File: src/rtl/hazard_pkg.sv
// Shared hazard-control types and constants for the 5-stage core.
// Latency: n/a (declarations only).
// Backpressure: n/a.
package hazard_pkg;

    typedef enum logic [1:0] {
        RUN     = 2'd0,
        MC_WAIT = 2'd1
    } hc_state_e;

    // Forward-select encodings shared with the EX-stage forwarding mux
    localparam logic [1:0] FWD_NONE = 2'b00;
    localparam logic [1:0] FWD_WB   = 2'b01;
    localparam logic [1:0] FWD_MEM  = 2'b10;

    localparam logic [4:0] REG_X0 = 5'd0;

    // True when a source operand is actually read and names the given rd
    function automatic logic rs_match(input logic       uses,
                                      input logic [4:0] rs,
                                      input logic [4:0] rd);
        return uses && (rs == rd);
    endfunction

endpackage

File: src/rtl/hazard_mc_timer.sv
// Loadable up-counter with clear/enable and a terminal-count flag (multi-cycle timeout).
// Latency: count updates on the clock edge; tc is combinational from the count.
// Backpressure: none; clr has priority over load, load over en.
module hazard_mc_timer #(
    parameter int WIDTH  = 8,
    parameter int TC_VAL = 63
) (
    input  logic             clk,
    input  logic             rst_n,
    input  logic             clr,
    input  logic             load,
    input  logic [WIDTH-1:0] load_val,
    input  logic             en,
    output logic [WIDTH-1:0] cnt,
    output logic             tc
);

    // Count register: clear, then load, then increment
    always_ff @(posedge clk or negedge rst_n) begin
        if (!rst_n) begin
            cnt <= '0;
        end else if (clr) begin
            cnt <= '0;
        end else if (load) begin
            cnt <= load_val;
        end else if (en) begin
            cnt <= cnt + 1'b1;
        end
    end

    assign tc = (cnt == WIDTH'(TC_VAL));

endmodule

File: src/rtl/pipeline_hazard_ctrl.sv
// Stall/flush sequencer for load-use, multi-cycle unit, dmem wait and taken-branch hazards.
// Latency: all stall/flush/mc_start outputs combinational from state and inputs (same cycle).
// Backpressure: dmem wait freezes every stage and suppresses flushes; optional HAZARD_PERF_CNT_EN adds perf counters.
module pipeline_hazard_ctrl
    import hazard_pkg::*;
#(
    parameter int MC_TIMEOUT = 64,
    parameter int CNT_WIDTH  = 8
) (
    input  logic        clk,
    input  logic        rst_n,
    input  logic [4:0]  id_rs1_addr,
    input  logic [4:0]  id_rs2_addr,
    input  logic        id_uses_rs1,
    input  logic        id_uses_rs2,
    input  logic        ex_mem_read,
    input  logic [4:0]  ex_rd_addr,
    input  logic        ex_mc_op,
    input  logic        ex_branch_taken,
    input  logic        mc_done,
    input  logic        dmem_req,
    input  logic        dmem_ready,
    output logic        mc_start,
    output logic        stall_if,
    output logic        stall_id,
    output logic        stall_ex,
    output logic        stall_mem,
    output logic        flush_id,
    output logic        flush_ex,
    output logic        flush_mem,
    output logic        mc_busy,
    output logic        mc_timeout_err,
    output logic [31:0] perf_stall_cycles,
    output logic [31:0] perf_flush_count
);

    hc_state_e            state_q, state_d;
    logic                 mc_held_q;
    logic                 err_q;
    logic [CNT_WIDTH-1:0] tmr_cnt;
    logic                 tmr_tc;

    logic mem_wait, in_run, in_wait, rd_dep, load_use, mc_issue;
    logic wait_hold, mc_hold, ex_hold, br_flush, mc_finish, mc_timeout_hit;

    assign mem_wait       = dmem_req & ~dmem_ready;
    assign in_run         = (state_q == RUN);
    assign in_wait        = (state_q == MC_WAIT);
    assign rd_dep         = (ex_rd_addr != REG_X0) &&
                            (rs_match(id_uses_rs1, id_rs1_addr, ex_rd_addr) ||
                             rs_match(id_uses_rs2, id_rs2_addr, ex_rd_addr));
    assign load_use       = in_run & ex_mem_read & rd_dep & ~mem_wait;
    // mc_held blocks a second launch of an op whose result is already back
    assign mc_issue       = in_run & ex_mc_op & ~mc_held_q & ~mem_wait;
    // The mc_done cycle releases the hold so the result moves on to MEM
    assign wait_hold      = in_wait & ~mc_done;
    assign mc_hold        = mc_issue | wait_hold;
    assign ex_hold        = mem_wait | mc_hold;
    // A branch is only acted on when EX actually advances
    assign br_flush       = ex_branch_taken & ~ex_hold;
    assign mc_finish      = in_wait & (mc_done | tmr_tc);
    assign mc_timeout_hit = in_wait & tmr_tc & ~mc_done;

    hazard_mc_timer #(
        .WIDTH  (CNT_WIDTH),
        .TC_VAL (MC_TIMEOUT - 1)
    ) u_mc_timer (
        .clk      (clk),
        .rst_n    (rst_n),
        .clr      (~in_wait),
        .load     (1'b0),
        .load_val ('0),
        .en       (in_wait),
        .cnt      (tmr_cnt),
        .tc       (tmr_tc)
    );

    // State register plus result-held and sticky timeout flags
    always_ff @(posedge clk or negedge rst_n) begin
        if (!rst_n) begin
            state_q   <= RUN;
            mc_held_q <= 1'b0;
            err_q     <= 1'b0;
        end else begin
            state_q <= state_d;
            if (!ex_hold) begin
                mc_held_q <= 1'b0;
            end else if (mc_finish) begin
                mc_held_q <= 1'b1;
            end
            if (mc_timeout_hit) begin
                err_q <= 1'b1;
            end
        end
    end

    // Next-state: launch on issue, return on completion or timeout
    always_comb begin
        state_d = state_q;
        case (state_q)
            RUN:     if (mc_issue)  state_d = MC_WAIT;
            MC_WAIT: if (mc_finish) state_d = RUN;
            default: state_d = RUN;
        endcase
    end

    // Output decode, forced low while reset is asserted
    always_comb begin
        mc_start       = 1'b0;
        stall_if       = 1'b0;
        stall_id       = 1'b0;
        stall_ex       = 1'b0;
        stall_mem      = 1'b0;
        flush_id       = 1'b0;
        flush_ex       = 1'b0;
        flush_mem      = 1'b0;
        mc_busy        = 1'b0;
        mc_timeout_err = 1'b0;
        if (rst_n) begin
            mc_start       = mc_issue;
            stall_if       = ex_hold | (load_use & ~br_flush);
            stall_id       = ex_hold | (load_use & ~br_flush);
            stall_ex       = ex_hold;
            stall_mem      = mem_wait;
            flush_id       = br_flush;
            flush_ex       = br_flush | (load_use & ~mc_hold);
            flush_mem      = mc_hold & ~mem_wait;
            mc_busy        = in_wait;
            mc_timeout_err = err_q;
        end
    end

`ifdef HAZARD_PERF_CNT_EN
    logic [31:0] perf_stall_q, perf_flush_q;

    // Saturating stall-cycle and flush-event counters
    always_ff @(posedge clk or negedge rst_n) begin
        if (!rst_n) begin
            perf_stall_q <= '0;
            perf_flush_q <= '0;
        end else begin
            if (stall_if && (perf_stall_q != '1)) perf_stall_q <= perf_stall_q + 32'd1;
            if (flush_id && (perf_flush_q != '1)) perf_flush_q <= perf_flush_q + 32'd1;
        end
    end

    assign perf_stall_cycles = perf_stall_q;
    assign perf_flush_count  = perf_flush_q;
`else
    assign perf_stall_cycles = 32'd0;
    assign perf_flush_count  = 32'd0;
`endif

endmodule
File: config.mk
export PLATFORM = sky130hd
export DESIGN_NAME = pipeline_hazard_ctrl
export DESIGN_NICKNAME = d
export VERILOG_FILES = /design/src/rtl/hazard_pkg.sv /design/src/rtl/hazard_mc_timer.sv /design/src/rtl/pipeline_hazard_ctrl.sv
export SDC_FILE = /design/constraint.sdc
export NUM_CORES = 1
export LEC_CHECK = 0
export BUFFER_PORTS_ARGS = -buffer_cell sky130_fd_sc_hd__buf_4
export CORE_MARGIN = 3
export CORE_UTILIZATION = 40
export CTS_CLUSTER_SIZE = 24
export DETAILED_ROUTE_END_ITERATION = 6
export PLACE_DENSITY = 0.88
export RECOVER_POWER = 25
export SYNTH_ARGS = -nofsm -noshare
export SYNTH_HDL_FRONTEND = slang
export SYNTH_SLANG_ARGS = --single-unit
File: constraint.sdc
create_clock -name clk -period 1.73 [get_ports clk]
set_input_delay 0.173 -clock clk [delete_from_list [all_inputs] [get_ports clk]]
set_output_delay 0.173 -clock clk [all_outputs]
set_load 0.03 [all_outputs]
# ---- Yosys cells after proc, flatten, opt, wreduce, memory -nomap -nowiden
# Index checks and enable logic that the tools add are counted.
dict set report word_totals {
  word_cells 61
  regBits 12
  input_bits 25
}
dict set report op_classes {
  n_eq_ne 7
  bitwise 27
  mux 15
  addsub 1
  n_reduce_logical 7
}
# op count
set op_table {}
lappend op_table {{$and 1x1->1} 15}
lappend op_table {{$mux 1} 11}
lappend op_table {{$eq 5x5->1} 2}
lappend op_table {{$add 8x1->8 const B} 1}
lappend op_table {{$eq 8x6->1 const B} 1}
lappend op_table {{$mux 8} 1}
lappend op_table {{$not 1->1} 7}
lappend op_table {{$ne 2x1->1 const B} 3}
lappend op_table {{$or 1x1->1} 5}
lappend op_table {{$reduce_bool 5->1} 1}
lappend op_table {{$mux 2} 2}
lappend op_table {{$pmux 2 s2} 1}
lappend op_table {{$logic_and 1x1->1} 3}
lappend op_table {{$eq 2x1->1 const B} 1}
lappend op_table {{$logic_not 2->1} 1}
lappend op_table {{$reduce_and 2->1} 1}
lappend op_table {{$logic_or 1x1->1} 1}

# ---- Depth between registers and ports, before layout
dict set report logic_depth {
  depth_word 12
  ltp_mapped 5
  ltp_nobuf 5
}

# ---- Hierarchy
# From an unflattened synthesis, not the netlist that was laid out.
dict set report unflattened {
  cells_unflattened 160
  area_unflattened_um2 1308.8
}
# module n_inst seq_area_each_um2 area_each_um2 cells_per_inst
set modules_own_cells {}
lappend modules_own_cells {pipeline_hazard_ctrl 1 75.1 864.6 112}
lappend modules_own_cells {hazard_mc_timer 1 200.2 444.2 48}

# ---- Worst setup path before layout
# Ideal clock, no wire load.
dict set report synth_path {
  path_type {register -> output}
  start {reg state_q[0]}
  end {out stall_if}
  path_stages_with_launch 6
  path_slack_ps -422
  arrival_ps 1979
  cell_sequence {dfrtp_1 -> or3b_4 -> o21a_4 -> a21boi_2 -> o21bai_1 -> buf_4}
}
dict set report synth_between {
  elab_chain_len 12
  elab_cells_between_ends 17
  cone_classes {eq/ne: 1; mux: 1; bitwise: 14; reduce/logical: 1}
}
# item line
set synth_rtl {}
lappend synth_rtl {{from (decl)} pipeline_hazard_ctrl.sv:37} ;# hc_state_e state_q, state_d;
lappend synth_rtl {{from (signal assigned)} pipeline_hazard_ctrl.sv:85} ;# state_q <= state_d;
lappend synth_rtl {{$logic_not 2->1} pipeline_hazard_ctrl.sv:47} ;# assign in_run = (state_q == RUN);
lappend synth_rtl {{$and 1x1->1 (3 in a row)} pipeline_hazard_ctrl.sv:54} ;# assign mc_issue = in_run & ex_mc_op & ~mc_held_q & ~mem_wait;
lappend synth_rtl {{$or 1x1->1} pipeline_hazard_ctrl.sv:57} ;# assign mc_hold = mc_issue | wait_hold;
lappend synth_rtl {{$or 1x1->1} pipeline_hazard_ctrl.sv:58} ;# assign ex_hold = mem_wait | mc_hold;
lappend synth_rtl {{$not 1->1} pipeline_hazard_ctrl.sv:60} ;# assign br_flush = ex_branch_taken & ~ex_hold;
lappend synth_rtl {{$and 1x1->1} pipeline_hazard_ctrl.sv:60}
lappend synth_rtl {{$not 1->1} -}
lappend synth_rtl {{$and 1x1->1} -}
lappend synth_rtl {{$or 1x1->1 (*)} -}
lappend synth_rtl {{$mux 1 (*)} -}
lappend synth_rtl {{to (decl)} pipeline_hazard_ctrl.sv:24} ;# output logic stall_if,
# Mark *: on every way between the ends. The rest lies on a longest branch, timed or not.

# ---- Final worst setup path
dict set report layout_path {
  start {reg state_q[0]}
  end {out flush_ex}
}
dict set report layout_between {
  elab_chain_len 10
  elab_cells_between_ends 17
  cone_classes {eq/ne: 1; mux: 1; bitwise: 14; reduce/logical: 1}
}
# item line
set layout_rtl {}
lappend layout_rtl {{$logic_not 2->1} pipeline_hazard_ctrl.sv:47}
lappend layout_rtl {{$and 1x1->1 (3 in a row)} pipeline_hazard_ctrl.sv:54}
lappend layout_rtl {{$or 1x1->1} pipeline_hazard_ctrl.sv:57}
lappend layout_rtl {{$or 1x1->1} pipeline_hazard_ctrl.sv:58}
lappend layout_rtl {{$not 1->1} pipeline_hazard_ctrl.sv:60}
lappend layout_rtl {{$and 1x1->1} pipeline_hazard_ctrl.sv:60}
lappend layout_rtl {{$or 1x1->1 (*)} pipeline_hazard_ctrl.sv:126} ;# flush_ex = br_flush | (load_use & ~mc_hold);
lappend layout_rtl {{$mux 1 (*)} pipeline_hazard_ctrl.sv:119} ;# if (rst_n) begin
lappend layout_rtl {{to (decl)} pipeline_hazard_ctrl.sv:29} ;# output logic flush_ex,
# Marks and branches as above.

==> results.md <==
- Total track usage: 0.1141
- Post-layout util: 0.4943
- Inserted Clock Buffers: 3
- Worst setup SP type: flip-flop
- Hold Path Depth: 2
- Worst hold slack: slightly above 100 ps
- Failing checks: negative setup slack
- Drc violations: 0
- Area Overhead vs Synth: 12.93%
- Top delay family on crit path: simple AND/OR/NAND/NOR gates
- Drt total wl: around 2400 µm
- DP Cell Count: 207
- Sum of buffers and inverters on the critical path: 1
- Clock skew: around 1.4 ps
- Clk sink count: 11
- FF-to-FF End: mc_held_q
- Required @ worst endpoint: 1560 ps
- H-tree Lvls: 1
- Iteration-0 DRC Markers: 22
- Worst-case reg-to-reg path depth: 5
- Starting Density: 0.4377
- Core area: around 0.0029 mm²
- Cell Area, Placed: around 0.0013 mm²
- Hold worst-path end: mc_held_q
- Crit path DAT: 1740 ps
- Std cell rows: 19
- Global-route wire length before repair: 3174 µm
- IO Pins: between 90 and 100
- DIE WIDTH: about 62 µm
- Primary FF master, synth: dfrtp_1
- Worst path max stage delay: around 400 ps
- Leakage power: 0.7647 nW
- Min setup slack post-route: -182.7 ps
- Longest Clk Path Bufs: 2
- Via-per-instance ratio: approximately 4
- TritonCTS clock tree: built
- Antenna viol nets, final: 0
- Power per cell area: 655.8 mW/mm²
- Antenna violations before repair: 0
- RSZ-0062 raised after global routing: true
- Status: finished, violations left
- WS Path Type: flip-flop to primary output
- Pin count of the biggest net entering global routing: 13
- Worst hold start: mc_done
- Worst-path clk slew: about 70 ps
- ANT cells: 0
- Cell Count, Final, Fillers Out: 216
- CP Max Fanout: 4
- Post-synth ARST share: 1.000
- Hold Fails Final Rpt: 0
- #FFs+latches synth: 11
- R2R Setup Slk: between 150 and 200 ps
- Sequential element share of the synthesized area: 0.2204
- Die area: about 0.0038 mm²
- Post-DP HPWL: about 2000 µm
- Post-synthesis cell count: 142
- Die Y: 61.87 µm
- Maximum VDD drop: ~0.26 mV
- Fmax: 522.8 MHz
- Port bufs: 34
- GRT overflow: 0
- Via count: 878
- Min-Delay Path Class: primary input to flip-flop
- Final Max Slew Viols: 0
- Syn Std Cell Area: roughly 0.0012 mm²
- CP max stage cell: or3b_4
- Final setup vio count: 5
- Vias in the first global route: between 700 and 800
- Ratio of cells with drive above 1 in the final layout: 0.2865
- Ratio of final minimum period to clock period: 1.106
- Final instance area: around 0.0014 mm²
- Final #Nets: 212
- Placer Congestion: 0.7650
- Critical Path End Type: primary output
- Clock Latency Late Sink: between 200 and 300 ps
- Avg WL per Cell: 11.21 µm
- Router iterations before antenna repair: 4
- Mean Syn Cell Area: around 9 µm²
- Crit path cell chain: or3b_4 -> o21a_4 -> and4_4 -> o21bai_1 -> buf_4
- Root buf cell: clkbuf_4
- Distinct cells, synth: 36
- Max cap viols: 0
- Yosys warns: 0
- EDFF count, synth: 0
- Min Tclk post-route: around 1900 ps
- R2r startpoint: u_mc_timer.cnt[0]
==> cells in the final DEF (no fill, tap or decap), drive strengths merged, types with 2 or more instances in the layout <==
cell / count
conb: 64
buf: 40
dfrtp: 11
xor2: 10
and2: 10
xnor2: 5
clkbuf: 5
nand3: 3
nor2: 3
nand2: 3
o21bai: 3
nor2b: 2
nor3: 2
nor4: 2
o211ai: 2
or3: 2
a21boi: 2
==> power breakdown <==
part / internal [W] / switching [W]
combinational: 0.000148 / 0.000322
sequential: 0.000275 / 0.0000116
clock: 0.0000890 / 0.0000789
total: 0.000512 / 0.000413
==> stage by stage <==
step           TNS [ps]  setup WS [ps]  total power [W]
6_report         -755.1         -182.7        0.0009247
5_1_grt           -1061         -235.2        0.0009862
4_1_cts          -874.2         -238.1        0.0009254
3_5_place_dp          0          45.29        0.0007316
3_3_place_gp          0          73.38        0.0007248
2_1_floorplan    -105.0         -105.0        0.0007339
==> metal layers <==
metal  routed length, µm  global-route usage
met1                 810              0.1195
met2                1287              0.2197
met3                 323             0.03512
met4                   0             0.02727
met5                   0                   0
==> how the worst max path moves through the flow <==
stage	end	depth (start not counted)	slack [ps]	start
floorplan	stall_if	5	-100	state_q[0]
global route	flush_ex	5	-240	state_q[0]
global placement	flush_ex	5	70	state_q[0]
detailed placement	flush_ex	5	50	state_q[0]
finish	flush_ex	5	-180	state_q[0]
CTS	flush_ex	5	-240	mc_held_q
==> repair_timing <==
action | CTS | global route
endpoints found under the setup margin | 6 | 8
pin swaps | 3 | 3
endpoints found under the hold margin | 11 | 0
hold buffers | 1 | 0
setup buffers | 3 | 1
resized for setup | 4 | 2
==> flip-flops by register name (all words and copies together) (netlist names) <==
register        count
err_q               1
mc_held_q           1
state_q             1
u_mc_timer.cnt      8
==> layout make-up <==
| cell class | count | area [µm²] |
|---|---|---|
| Inverter | 1 | 3.754 |
| Tap cell | 31 | 38.79 |
| Clock buffer | 4 | 26.28 |
| Timing Repair Buffer | 42 | 332.8 |
| Fill cell | 287 | 1443 |
| Multi-Input combinational cell | 127 | 733.2 |
| Sequential cell | 11 | 275.3 |
==> logic make-up (layout without fill, tap and decap cells) <==
logic type,after synthesis,in the layout,synth area share
AO/OA/AOI/OAI,13,13,0.08916
XOR/XNOR,15,15,0.1052
adder cells (fa/ha/maj),1,1,0.01002
buffers and inverters,67,47,0.3968
flip-flops,11,11,0.2204
other,1,64,0.003003
AND/OR/NAND/NOR,34,34,0.1754
==> synthesized netlist by cell type, types with 2 or more instances <==
cell	number	area, µm²
nand3_1	3	15.01
nor4_1	2	12.51
xor2_1	10	87.58
nor2_1	3	11.26
and2_1	9	56.30
o211ai_1	2	15.01
buf_4	65	488.0
nor3_1	2	10.01
nand2_1	2	7.510
xnor2_1	5	43.79
o21bai_1	3	22.52
nor2b_1	2	12.51
dfrtp_1	11	275.3
Power figures use the tool's default switching activity.
